--- config.mk ---
export PLATFORM = sky130hd
export DESIGN_NAME = ps2_key_decoder
export DESIGN_NICKNAME = d
export VERILOG_FILES = /design/src/rtl/ps2_pkg.sv /design/src/rtl/ps2_line_filter.sv /design/src/rtl/ps2_key_decoder.sv
export SDC_FILE = /design/constraint.sdc
export NUM_CORES = 1
export LEC_CHECK = 0
export CELL_PAD_IN_SITES_DETAIL_PLACEMENT = 0
export CELL_PAD_IN_SITES_GLOBAL_PLACEMENT = 1
export CORE_ASPECT_RATIO = 0.9
export CORE_MARGIN = 3
export CORE_UTILIZATION = 50
export CTS_CLUSTER_DIAMETER = 40
export DETAILED_ROUTE_END_ITERATION = 12
export GPL_ROUTABILITY_DRIVEN = 0
export PLACE_DENSITY_LB_ADDON = 0.1
export SYNTH_ARGS = -nofsm -noshare
export SYNTH_HDL_FRONTEND = slang
export SYNTH_SLANG_ARGS = --single-unit
--- constraint.sdc ---
create_clock -name clk_sys -period 4.55 [get_ports clk_sys]
set_clock_uncertainty 0.05 [all_clocks]
set_input_delay 0.91 -clock clk_sys [delete_from_list [all_inputs] [get_ports clk_sys]]
set_output_delay 0.91 -clock clk_sys [all_outputs]
set_load 0.05 [all_outputs]
--- src/rtl/ps2_pkg.sv ---
// Shared types and constants for the PS/2 keyboard decoder:
// frame FSM states, prefix byte codes, key-bus field positions.
package ps2_pkg;

  typedef enum logic [1:0] {
    ST_IDLE   = 2'd0,
    ST_DATA   = 2'd1,
    ST_PARITY = 2'd2,
    ST_STOP   = 2'd3
  } ps2_state_e;

  localparam logic [7:0] PS2_EXT   = 8'hE0;
  localparam logic [7:0] PS2_BRK   = 8'hF0;
  localparam logic [7:0] PS2_PAUSE = 8'hE1;

  localparam int KEY_W        = 11;
  localparam int KEY_TOGGLE   = 10;
  localparam int KEY_PRESSED  = 9;
  localparam int KEY_EXT      = 8;
  localparam int KEY_CODE_MSB = 7;

  // Odd parity holds when the data bits and the parity bit contain an odd number of ones.
  function automatic logic odd_parity_ok(input logic [7:0] data, input logic par);
    return (^data) ^ par;
  endfunction

endpackage

--- src/rtl/ps2_line_filter.sv ---
// Two-flop synchroniser plus glitch filter for the PS/2 clock line;
// emits a one-cycle pulse when the filtered level falls.
module ps2_line_filter #(
  parameter int FILTER_LEN = 8
) (
  input  logic clk_i,
  input  logic rst_ni,
  input  logic line_i,
  output logic fall_o
);

  localparam int CNT_W = $clog2(FILTER_LEN + 1);
  localparam logic [CNT_W-1:0] CNT_LAST = CNT_W'(FILTER_LEN - 1);

  logic             s1_q, s2_q;
  logic [CNT_W-1:0] cnt_q, cnt_d;
  logic             level_q, level_d;
  logic             fall_q, fall_d;

  // The level flips only on the FILTER_LEN-th consecutive sample that disagrees with it.
  always_comb begin
    cnt_d   = '0;
    level_d = level_q;
    fall_d  = 1'b0;
    if (s2_q != level_q) begin
      if (cnt_q == CNT_LAST) begin
        level_d = s2_q;
        cnt_d   = '0;
        fall_d  = ~s2_q;
      end else begin
        cnt_d = cnt_q + CNT_W'(1);
      end
    end else begin
      cnt_d = '0;
    end
  end

  // Synchroniser, filter state and edge pulse registers; idle line level is high.
  always_ff @(posedge clk_i or negedge rst_ni) begin
    if (!rst_ni) begin
      s1_q    <= 1'b1;
      s2_q    <= 1'b1;
      cnt_q   <= '0;
      level_q <= 1'b1;
      fall_q  <= 1'b0;
    end else begin
      s1_q    <= line_i;
      s2_q    <= s1_q;
      cnt_q   <= cnt_d;
      level_q <= level_d;
      fall_q  <= fall_d;
    end
  end

  assign fall_o = fall_q;

endmodule

--- src/rtl/ps2_key_decoder.sv ---
// PS/2 keyboard frame receiver and scancode-to-key-event decoder
// with E0/F0 prefix tracking, parity/stop checking and inter-edge timeout.
module ps2_key_decoder
  import ps2_pkg::*;
#(
  parameter real CLK_FREQ   = 96.0,
  parameter int  TIMEOUT_US = 2000,
  parameter int  FILTER_LEN = 8
) (
  input  logic              clk_sys,
  input  logic              reset_n,
  input  logic              ps2_clk,
  input  logic              ps2_dat,
  output logic [KEY_W-1:0]  ps2_key,
  output logic              key_strobe,
  output logic              frame_err
);

  localparam int TIMEOUT_CYC = $rtoi(CLK_FREQ * TIMEOUT_US);
  localparam int TO_W        = $clog2(TIMEOUT_CYC + 1);
  localparam logic [TO_W-1:0] TO_LAST = TO_W'(TIMEOUT_CYC - 1);

  logic             clk_fall_s;
  logic             dat_s1_q, dat_sync_q;
  logic             timeout_s;
  ps2_state_e       state_q, state_d;
  logic [2:0]       bit_cnt_q, bit_cnt_d;
  logic [7:0]       shift_q, shift_d;
  logic             par_ok_q, par_ok_d;
  logic [TO_W-1:0]  to_q, to_d;
  logic             ext_q, ext_d, brk_q, brk_d;
  logic [KEY_W-1:0] key_q, key_d;
  logic             strobe_q, strobe_d, err_q, err_d;

  ps2_line_filter #(.FILTER_LEN(FILTER_LEN)) u_clk_filter (
    .clk_i  (clk_sys),
    .rst_ni (reset_n),
    .line_i (ps2_clk),
    .fall_o (clk_fall_s)
  );

  // Plain two-flop synchroniser for the data line.
  always_ff @(posedge clk_sys or negedge reset_n) begin
    if (!reset_n) begin
      dat_s1_q   <= 1'b1;
      dat_sync_q <= 1'b1;
    end else begin
      dat_s1_q   <= ps2_dat;
      dat_sync_q <= dat_s1_q;
    end
  end

  assign timeout_s = (state_q != ST_IDLE) && !clk_fall_s && (to_q == TO_LAST);

  // Frame state register.
  always_ff @(posedge clk_sys or negedge reset_n) begin
    if (!reset_n) begin
      state_q <= ST_IDLE;
    end else begin
      state_q <= state_d;
    end
  end

  // Next frame state: one step per filtered falling edge, timeout aborts to IDLE.
  always_comb begin
    state_d = state_q;
    case (state_q)
      ST_IDLE: begin
        if (clk_fall_s && !dat_sync_q) state_d = ST_DATA;
        else                           state_d = ST_IDLE;
      end
      ST_DATA: begin
        if (timeout_s)                             state_d = ST_IDLE;
        else if (clk_fall_s && bit_cnt_q == 3'd7)  state_d = ST_PARITY;
        else                                       state_d = ST_DATA;
      end
      ST_PARITY: begin
        if (timeout_s)       state_d = ST_IDLE;
        else if (clk_fall_s) state_d = ST_STOP;
        else                 state_d = ST_PARITY;
      end
      ST_STOP: begin
        if (timeout_s || clk_fall_s) state_d = ST_IDLE;
        else                         state_d = ST_STOP;
      end
      default: state_d = ST_IDLE;
    endcase
  end

  // Datapath and event outputs: shifting, parity, prefix flags, key bus, pulses.
  always_comb begin
    bit_cnt_d = bit_cnt_q;
    shift_d   = shift_q;
    par_ok_d  = par_ok_q;
    to_d      = '0;
    ext_d     = ext_q;
    brk_d     = brk_q;
    key_d     = key_q;
    strobe_d  = 1'b0;
    err_d     = 1'b0;

    if (state_q == ST_IDLE || clk_fall_s) begin
      to_d = '0;
    end else if (timeout_s) begin
      to_d  = '0;
      err_d = 1'b1;
      ext_d = 1'b0;
      brk_d = 1'b0;
    end else begin
      to_d = to_q + TO_W'(1);
    end

    case (state_q)
      ST_IDLE: begin
        if (clk_fall_s && !dat_sync_q) bit_cnt_d = 3'd0;
        else                           bit_cnt_d = bit_cnt_q;
      end
      ST_DATA: begin
        if (clk_fall_s) begin
          shift_d   = {dat_sync_q, shift_q[7:1]};
          bit_cnt_d = bit_cnt_q + 3'd1;
        end else begin
          shift_d = shift_q;
        end
      end
      ST_PARITY: begin
        if (clk_fall_s) par_ok_d = odd_parity_ok(shift_q, dat_sync_q);
        else            par_ok_d = par_ok_q;
      end
      ST_STOP: begin
        if (clk_fall_s && dat_sync_q && par_ok_q) begin
          case (shift_q)
            PS2_EXT:   ext_d = 1'b1;
            PS2_BRK:   brk_d = 1'b1;
            PS2_PAUSE: begin
              ext_d = ext_q;
              brk_d = brk_q;
            end
            default: begin
              key_d[KEY_TOGGLE]       = ~key_q[KEY_TOGGLE];
              key_d[KEY_PRESSED]      = ~brk_q;
              key_d[KEY_EXT]          = ext_q;
              key_d[KEY_CODE_MSB:0]   = shift_q;
              strobe_d                = 1'b1;
              ext_d                   = 1'b0;
              brk_d                   = 1'b0;
            end
          endcase
        end else if (clk_fall_s) begin
          err_d = 1'b1;
          ext_d = 1'b0;
          brk_d = 1'b0;
        end else begin
          key_d = key_q;
        end
      end
      default: begin
        bit_cnt_d = 3'd0;
      end
    endcase
  end

  // Datapath registers; outputs come straight from flops.
  always_ff @(posedge clk_sys or negedge reset_n) begin
    if (!reset_n) begin
      bit_cnt_q <= 3'd0;
      shift_q   <= 8'h00;
      par_ok_q  <= 1'b0;
      to_q      <= '0;
      ext_q     <= 1'b0;
      brk_q     <= 1'b0;
      key_q     <= '0;
      strobe_q  <= 1'b0;
      err_q     <= 1'b0;
    end else begin
      bit_cnt_q <= bit_cnt_d;
      shift_q   <= shift_d;
      par_ok_q  <= par_ok_d;
      to_q      <= to_d;
      ext_q     <= ext_d;
      brk_q     <= brk_d;
      key_q     <= key_d;
      strobe_q  <= strobe_d;
      err_q     <= err_d;
    end
  end

  assign ps2_key    = key_q;
  assign key_strobe = strobe_q;
  assign frame_err  = err_q;

endmodule

==> impl_metrics.json, run 1 <==
{
  "status": "complete, no violations",
  "firstDrtPassIters": 4,
  "drtAntennaViolNets": 0,
  "yosys_register_bits": 57,
  "insertion_delay_ns": 0.33,
  "tightest_slew_ns": 0.6979,
  "synth_area_leader_cell": "dfrtp_1",
  "tritoncts": "yes",
  "syn2layout_area_growth_pct": 15.89,
  "clk_pin_slew_worst_paths_ns": 0.06,
  "hp-class": "reg -> reg",
  "synth.top_cells.by_count": "dfrtp_1 (52), nor2_1 (22), nand2_1 (21), o21ai_0 (21), xnor2_1 (15)",
  "syn_nets": 251,
  "final_core_util": 0.6116,
  "ios": 17,
  "pwr-share-comb": 0.043,
  "place_ws_ns": 2.435,
  "die_h_um": 74.61,
  "final_nets": 272,
  "root_buffer": "clkbuf_8",
  "die-area_um2": 6135,
  "antenna_cells": 0,
  "setup_tns_ns": 0,
  "postCtsHoldBufs": 0,
  "ys.flop_type": "dfrtp_1",
  "hpwl_mm": 2.947,
  "path_buf_inv": 1,
  "peakVddDrop_mv": 0.2594,
  "path_class": "reg -> out",
  "viasPerCell": 5.329,
  "internal-power_mw": 0.8460,
  "path_max_fanout": 2,
  "arrival_ns": 1.50,
  "clock.fmax_mhz": 406.7,
  "htree_levels": 3,
  "grt_pass1_vias": 1685,
  "final_area_um2": 3030,
  "grt_pass1_wl_mm": 7.652,
  "rsz0062_at_grt": "no",
  "pwr-share-clk": 0.451,
  "antenna_found_initial": 0,
  "crit_family": "buffers and inverters",
  "synth.top_cell.area_share": 0.4976,
  "post-cts-setup-buffers": 0,
  "worst_slack_ns": 2.091,
  "drcViolationCount": 0,
  "overflow": 0,
  "syn_area_um2": 2615,
  "io_buffers": 16,
  "async_flop_share": 1.000,
  "layoutNonFillerInstCount": 328,
  "yosys_warnings": 0,
  "numCtsBuffers": 9,
  "vias": 1748,
  "fin_crit_sh": 0.5404,
  "setup_viol": 0,
  "ys_seq_area_frac": 0.5478,
  "slowest_stage": "clkdlybuf4s50_1",
  "switchingPower_mw": 0.2217,
  "start_util": 0.5278,
  "syn_avg_cell_area_um2": 11.03,
  "grt_usage": 0.1684,
  "drtIter0Drc": 70,
  "die_w_um": 82.23,
  "synthTopCellsByArea": "dfrtp_1 (50%), dfstp_2 (5.0%), xnor2_1 (5.0%)",
  "fillers": 426,
  "synth_edf_count": 0,
  "p_total_mw": 1.068,
  "startpoint_type": "flop",
  "cts_sinks": 57,
  "power.leakage_nw": 1.283,
  "synth_cell_types": 39,
  "synth_most_common_cell": "dfrtp_1",
  "cts-resized-gates": 0,
  "syn_inst": 237,
  "placed_cells": 312,
  "slowest_delay_ns": 0.81,
  "fp.coreArea_um2": 4955,
  "hold_viol": 0,
  "num_rows": 24,
  "max-slew-margin-rel": 0.5347,
  "power_density_nw_per_um2": 352.4,
  "period_needed_ns": 2.459,
  "p_seq_frac": 0.506,
  "slew_violations": 0,
  "maxCapViolations": 0,
  "clockBufferDepth": 2,
  "dpl_cell_area_um2": 2823,
  "swShare": 0.2077,
  "cp_data_required_time_ns": 3.59,
  "grt_max_degree": 58,
  "holdWs_ns": 0.3075,
  "layout-drive-gt1-share": 0.1255,
  "wl_mm": 4.409,
  "crit_chain": "clkdlybuf4s50_1",
  "endpoint_kind": "output pin",
  "avgRoutedWirePerCell_um": 13.44
}
## power groups by stage
| stage | combinational (mW) | clock (mW) | sequential (mW) |
|---|---|---|---|
| after floorplan | 0.0300 | 0 | 0.546 |
| after global placement | 0.0472 | 0 | 0.548 |
| after detailed placement | 0.0472 | 0 | 0.549 |
| after CTS | 0.0475 | 0.499 | 0.540 |
| after global routing | 0.0515 | 0.524 | 0.544 |
| final | 0.0460 | 0.482 | 0.540 |
## worst paths after layout
kind,from,endpoint,slack (ns),cells past startpoint
worst min-delay path,u_clk_filter.s1_q,u_clk_filter.s2_q,0.31,0
worst max register to register,to_q[0],to_q[5],2.51,5
min in group asynchronous,reset_n,shift_q[4],0.67,2
max in group asynchronous,reset_n,ps2_key[6],3.32,2
worst min register to register,u_clk_filter.s1_q,u_clk_filter.s2_q,0.31,0
worst max-delay path,ps2_key[10],ps2_key[10],2.09,1
## area by class of cell
cell class / count / area (µm²) / area share
Timing Repair Buffer: 17 / 162.7 / 0.05367
Clock inverter: 2 / 35.03 / 0.01156
Inverter: 9 / 33.78 / 0.01115
Multi-Input combinational cell: 164 / 1112 / 0.3671
Clock buffer: 14 / 172.7 / 0.05698
Sequential cell: 57 / 1433 / 0.4727
Tap cell: 65 / 81.33 / 0.02684
## per-layer routing
layer  track usage  vias to the layer above  wire length, µm
met3       0.07869                        8              240
met5             0                        -                0
met2        0.2411                       37             1895
li1              -                      874                -
met4       0.06089                        0               57
met1        0.2235                      829             2215
## cells in the final DEF (no fill, tap or decap), types with 3 or more instances in the layout
master           Yosys  final
and4_1               4      4
clkbuf_8             0     12
clkdlybuf4s50_1      0     15
dfrtp_1             52     52
dfstp_2              5      5
ha_1                10     10
inv_1                9      9
mux2_2               8      8
nand2_1             21     21
nand3_1              5      5
nand4_1             11     11
nor2_1              22     22
nor2b_1              4      4
nor3_1               4      4
nor4_1               3      3
o21ai_0             21     21
xnor2_1             15     15
xor2_1               7      7
## cell families (layout without fill, tap and decap cells)
| family | after synthesis | after routing | share of synthesized area |
|---|---|---|---|
| xor+xnor | 22 | 22 | 0.07369 |
| fa+ha+maj | 10 | 10 | 0.04785 |
| compound gates | 37 | 37 | 0.08948 |
| flops | 57 | 57 | 0.5478 |
| simple gates | 86 | 86 | 0.1761 |
| mux | 9 | 9 | 0.03828 |
| buf+inv | 16 | 42 | 0.02679 |
## flip-flops by register name (all words and copies together) (netlist names), 2 cells and up
register,flops
state_q,2
bit_cnt_q,3
ps2_key,11
to_q,18
shift_q,8
u_clk_filter.cnt_q,4
(Power assumes the default switching activity.)
==> inputs of run 2 (changes only) <==
Settings changed: CORE_UTILIZATION 50 to 47.
Clock period 4.55 ns to 2.5 ns, I/O delays scaled along.
==> impl_metrics.json, run 2 (synthesized netlist as in run 1, its figures left out) <==
{
  "status": "complete, no violations",
  "num_rows": 25,
  "largest_reg_flops": 18,
  "crit_chain": "clkdlybuf4s50_1",
  "insertion_delay_ns": 0.34,
  "grt_pass1_wl_mm": 8.162,
  "setup_tns_ns": 0,
  "hp-class": "in -> async",
  "path_max_fanout": 2,
  "avgRoutedWirePerCell_um": 13.22,
  "maxCapViolations": 0,
  "rsz0062_at_grt": "no",
  "viasPerCell": 5.281,
  "io_buffers": 16,
  "die_w_um": 84.63,
  "endpoint_kind": "output pin",
  "slew_violations": 0,
  "start_util": 0.4918,
  "cp_data_required_time_ns": 1.95,
  "crit_family": "buffers and inverters",
  "slowest_stage": "clkdlybuf4s50_1",
  "numCtsBuffers": 9,
  "drcViolationCount": 0,
  "postCtsHoldBufs": 0,
  "die_h_um": 76.77,
  "drtIter0Drc": 70,
  "vias": 1748,
  "hold_viol": 0,
  "root_buffer": "clkbuf_8",
  "cts_sinks": 57,
  "firstDrtPassIters": 4,
  "grt_max_degree": 35,
  "power.leakage_nw": 1.292,
  "path_buf_inv": 1,
  "dpl_cell_area_um2": 2845,
  "fillers": 483,
  "ios": 17,
  "cts-resized-gates": 0,
  "regMostFlops": "to_q",
  "startpoint_type": "flop",
  "peakVddDrop_mv": 0.3738,
  "tightest_slew_ns": 0.5640,
  "hpwl_mm": 3.071,
  "path_class": "reg -> out",
  "wl_mm": 4.375,
  "final_core_util": 0.5741,
  "slowest_delay_ns": 0.81,
  "fp.coreArea_um2": 5318,
  "antenna_cells": 0,
  "clockBufferDepth": 2,
  "antenna_found_initial": 0,
  "die-area_um2": 6496,
  "layout_common_cells": "dfrtp_1 (52), nor2_1 (22), nand2_1 (21), o21ai_0 (21)",
  "grt_usage": 0.1615,
  "final_area_um2": 3053,
  "syn2layout_area_growth_pct": 16.75,
  "period_needed_ns": 2.054,
  "layout-drive-gt1-share": 0.1288,
  "final_nets": 273,
  "clk_pin_slew_worst_paths_ns": 0.06,
  "arrival_ns": 1.50,
  "setup_viol": 0,
  "overflow": 0,
  "drtAntennaViolNets": 0,
  "clock.fmax_mhz": 486.9,
  "max-slew-margin-rel": 0.6240,
  "post-cts-setup-buffers": 0,
  "power_density_nw_per_um2": 639.6,
  "fin_crit_sh": 0.8216,
  "layout_commonest_cell": "dfrtp_1",
  "tritoncts": "yes",
  "grt_pass1_vias": 1727,
  "htree_levels": 3
}
run 2: final timing paths:
| kind | from | endpoint | slack, ns | depth (start not counted) |
|---|---|---|---|---|
| min in group clk_sys | u_clk_filter.s1_q | u_clk_filter.s2_q | 0.31 | 0 |
| max in group asynchronous | reset_n | u_clk_filter.level_q | 1.66 | 2 |
| setup reg to reg | shift_q[0] | ps2_key[8] | 0.62 | 5 |
| setup / recovery | ps2_key[10] | ps2_key[10] | 0.45 | 1 |
| hold reg to reg | u_clk_filter.s1_q | u_clk_filter.s2_q | 0.31 | 0 |
| hold / removal | reset_n | ps2_key[4] | 0.10 | 1 |
run 2: layer usage:
metal,vias to the layer above,wire length (µm),GRT usage
met3,9,204,0.06767
met5,-,0,0
met2,30,1816,0.2167
li1,885,-,-
met1,824,2292,0.2289
met4,0,62,0.06646
run 2: area by class of cell:
cell class | instances | area (µm²) | area share
Sequential cell | 57 | 1433 | 0.4693
Multi-Input combinational cell | 164 | 1112 | 0.3643
Timing Repair Buffer | 18 | 182.7 | 0.05984
Clock buffer | 14 | 172.7 | 0.05656
Tap cell | 67 | 83.83 | 0.02746
Clock inverter | 2 | 35.03 | 0.01148
Inverter | 9 | 33.78 | 0.01107
run 2: report_power, final:
part / switching (mW) / internal (mW)
logic: 0.0451 / 0.0410
clock network: 0.343 / 0.541
registers: 0.0222 / 0.960
total: 0.410 / 1.54
run 2: metrics by stage:
stage	setup WS (ns)	std cells	hold slack [ns]	power, mW
5_1_grt	0.3958	331	0.1328	2.042
3_5_place_dp	0.6171	315	0.3001	1.088
4_1_cts	0.4141	331	0.1105	1.984
2_1_floorplan	0.8645	237	0.1544	1.048
3_3_place_gp	0.6648	315	0.2964	1.086
6_report	0.4460	331	0.1006	1.953
==> inputs of run 3 (changes only) <==
Clock period 2.5 ns to 2 ns, I/O delays scaled along.
==> impl_metrics.json, run 3 (synthesized netlist as in run 1, its figures left out) <==
{
  "num_rows": 25,
  "insertion_delay_ns": 0.34,
  "fp.coreArea_um2": 5318,
  "grt_max_degree": 58,
  "hp-class": "in -> async",
  "wl_mm": 4.739,
  "start_util": 0.4918,
  "arrival_ns": 1.50,
  "antenna_cells": 0,
  "startpoint_type": "flop",
  "die-area_um2": 6496,
  "path_class": "reg -> out",
  "postCtsHoldBufs": 0,
  "grt_usage": 0.1725,
  "regToRegStartpoint": "shift_q[0]",
  "clk_pin_slew_worst_paths_ns": 0.06,
  "io_buffers": 16,
  "layout-drive-gt1-share": 0.1450,
  "drcViolationCount": 0,
  "grt_pass1_vias": 1812,
  "root_buffer": "clkbuf_8",
  "setup_viol": 0,
  "avgRoutedWirePerCell_um": 14.10,
  "drtAntennaViolNets": 0,
  "clockBufferDepth": 2,
  "firstDrtPassIters": 4,
  "die_w_um": 84.63,
  "endpoint_kind": "output pin",
  "maxCapViolations": 0,
  "slew_violations": 0,
  "place_ws_ns": 0.2484,
  "holdWs_ns": -0.002301,
  "layout_common_cells": "dfrtp_1 (52), nor2_1 (22), nand2_1 (21), o21ai_0 (21), xnor2_1 (15)",
  "numCtsBuffers": 9,
  "dpl_cell_area_um2": 2883,
  "worst_slack_ns": 0.05106,
  "tritoncts": "yes",
  "grt_pass1_wl_mm": 8.562,
  "final_core_util": 0.5831,
  "fin_crit_sh": 0.9745,
  "max-slew-margin-rel": 0.6612,
  "slowest_stage": "clkdlybuf4s50_1",
  "vias": 1780,
  "crit_chain": "clkdlybuf4s50_1",
  "setup_tns_ns": 0,
  "ios": 17,
  "peakVddDrop_mv": 0.4869,
  "cts_sinks": 57,
  "overflow": 0,
  "critPathLaunch": "ps2_key[7]",
  "slowest_delay_ns": 0.80,
  "power.leakage_nw": 1.390,
  "tightest_slew_ns": 0.5072,
  "viasPerCell": 5.298,
  "power_density_nw_per_um2": 789.0,
  "final_nets": 278,
  "clock.fmax_mhz": 513.1,
  "antenna_found_initial": 0,
  "path_buf_inv": 1,
  "hold_viol": 7,
  "regMostFlops": "to_q",
  "largest_reg_flops": 18,
  "path_max_fanout": 2,
  "rsz0062_at_grt": "no",
  "cp_data_required_time_ns": 1.55,
  "period_needed_ns": 1.949,
  "die_h_um": 76.77,
  "drtIter0Drc": 112,
  "status": "finished, violations left",
  "hpwl_mm": 3.238,
  "htree_levels": 3,
  "failed_checks": "negative hold slack",
  "syn2layout_area_growth_pct": 18.56,
  "crit_family": "buffers and inverters",
  "layout_commonest_cell": "dfrtp_1",
  "final_area_um2": 3100
}
## run 3: cell types whose count changed in the layout (fill, tap and decap cells not counted), sizes merged
cell / delta
clkdlybuf4s50: -4
dlymetal6s2s: +4
buf: +5
## run 3: path summary, 6_finish.rpt
kind                                endpoint  slack, ns  cells after the start
max                               ps2_key[7]       0.05                      1
max reg2reg                       ps2_key[1]       0.26                      7
min in group clk_sys       u_clk_filter.s2_q       0.31                      0
min                               ps2_key[6]     -0.002                      2
min reg2reg                u_clk_filter.s2_q       0.31                      0
max in group asynchronous  u_clk_filter.s1_q       1.61                      2
## run 3: per-layer routing
layer	vias to the layer above	routed length, µm	track usage
met5	-	0	0
met4	0	95	0.08544
met3	10	230	0.07304
met2	25	2109	0.2535
met1	863	2304	0.2178
li1	882	-	-
## run 3: timing repair
item,4_1_cts,5_1_grt
endpoints found under the hold margin,0,0
gates resized for setup,0,4
buffers inserted,0,0
setup endpoints to repair,0,4
## run 3: stage by stage
stage / std cells / total power [mW]
final: 336 / 2.446
after global placement: 320 / 1.357
after global routing: 336 / 2.557
after CTS: 336 / 2.483
after detailed placement: 320 / 1.360
after floorplan: 237 / 1.310
## run 3: cell type report
class                      count  area [µm²]
clock buffer                  14       172.7
clock inverter                 2       35.03
fill                         468        2217
inverter                       9       33.78
multi-input combinational    164        1112
sequential                    57        1433
tap                           67       83.83
timing repair buffer          23       230.2
## run 3: power breakdown
group,switching (mW),internal (mW)
sequential,0.0286,1.20
clock,0.432,0.676
combinational,0.0570,0.0519
total,0.518,1.93
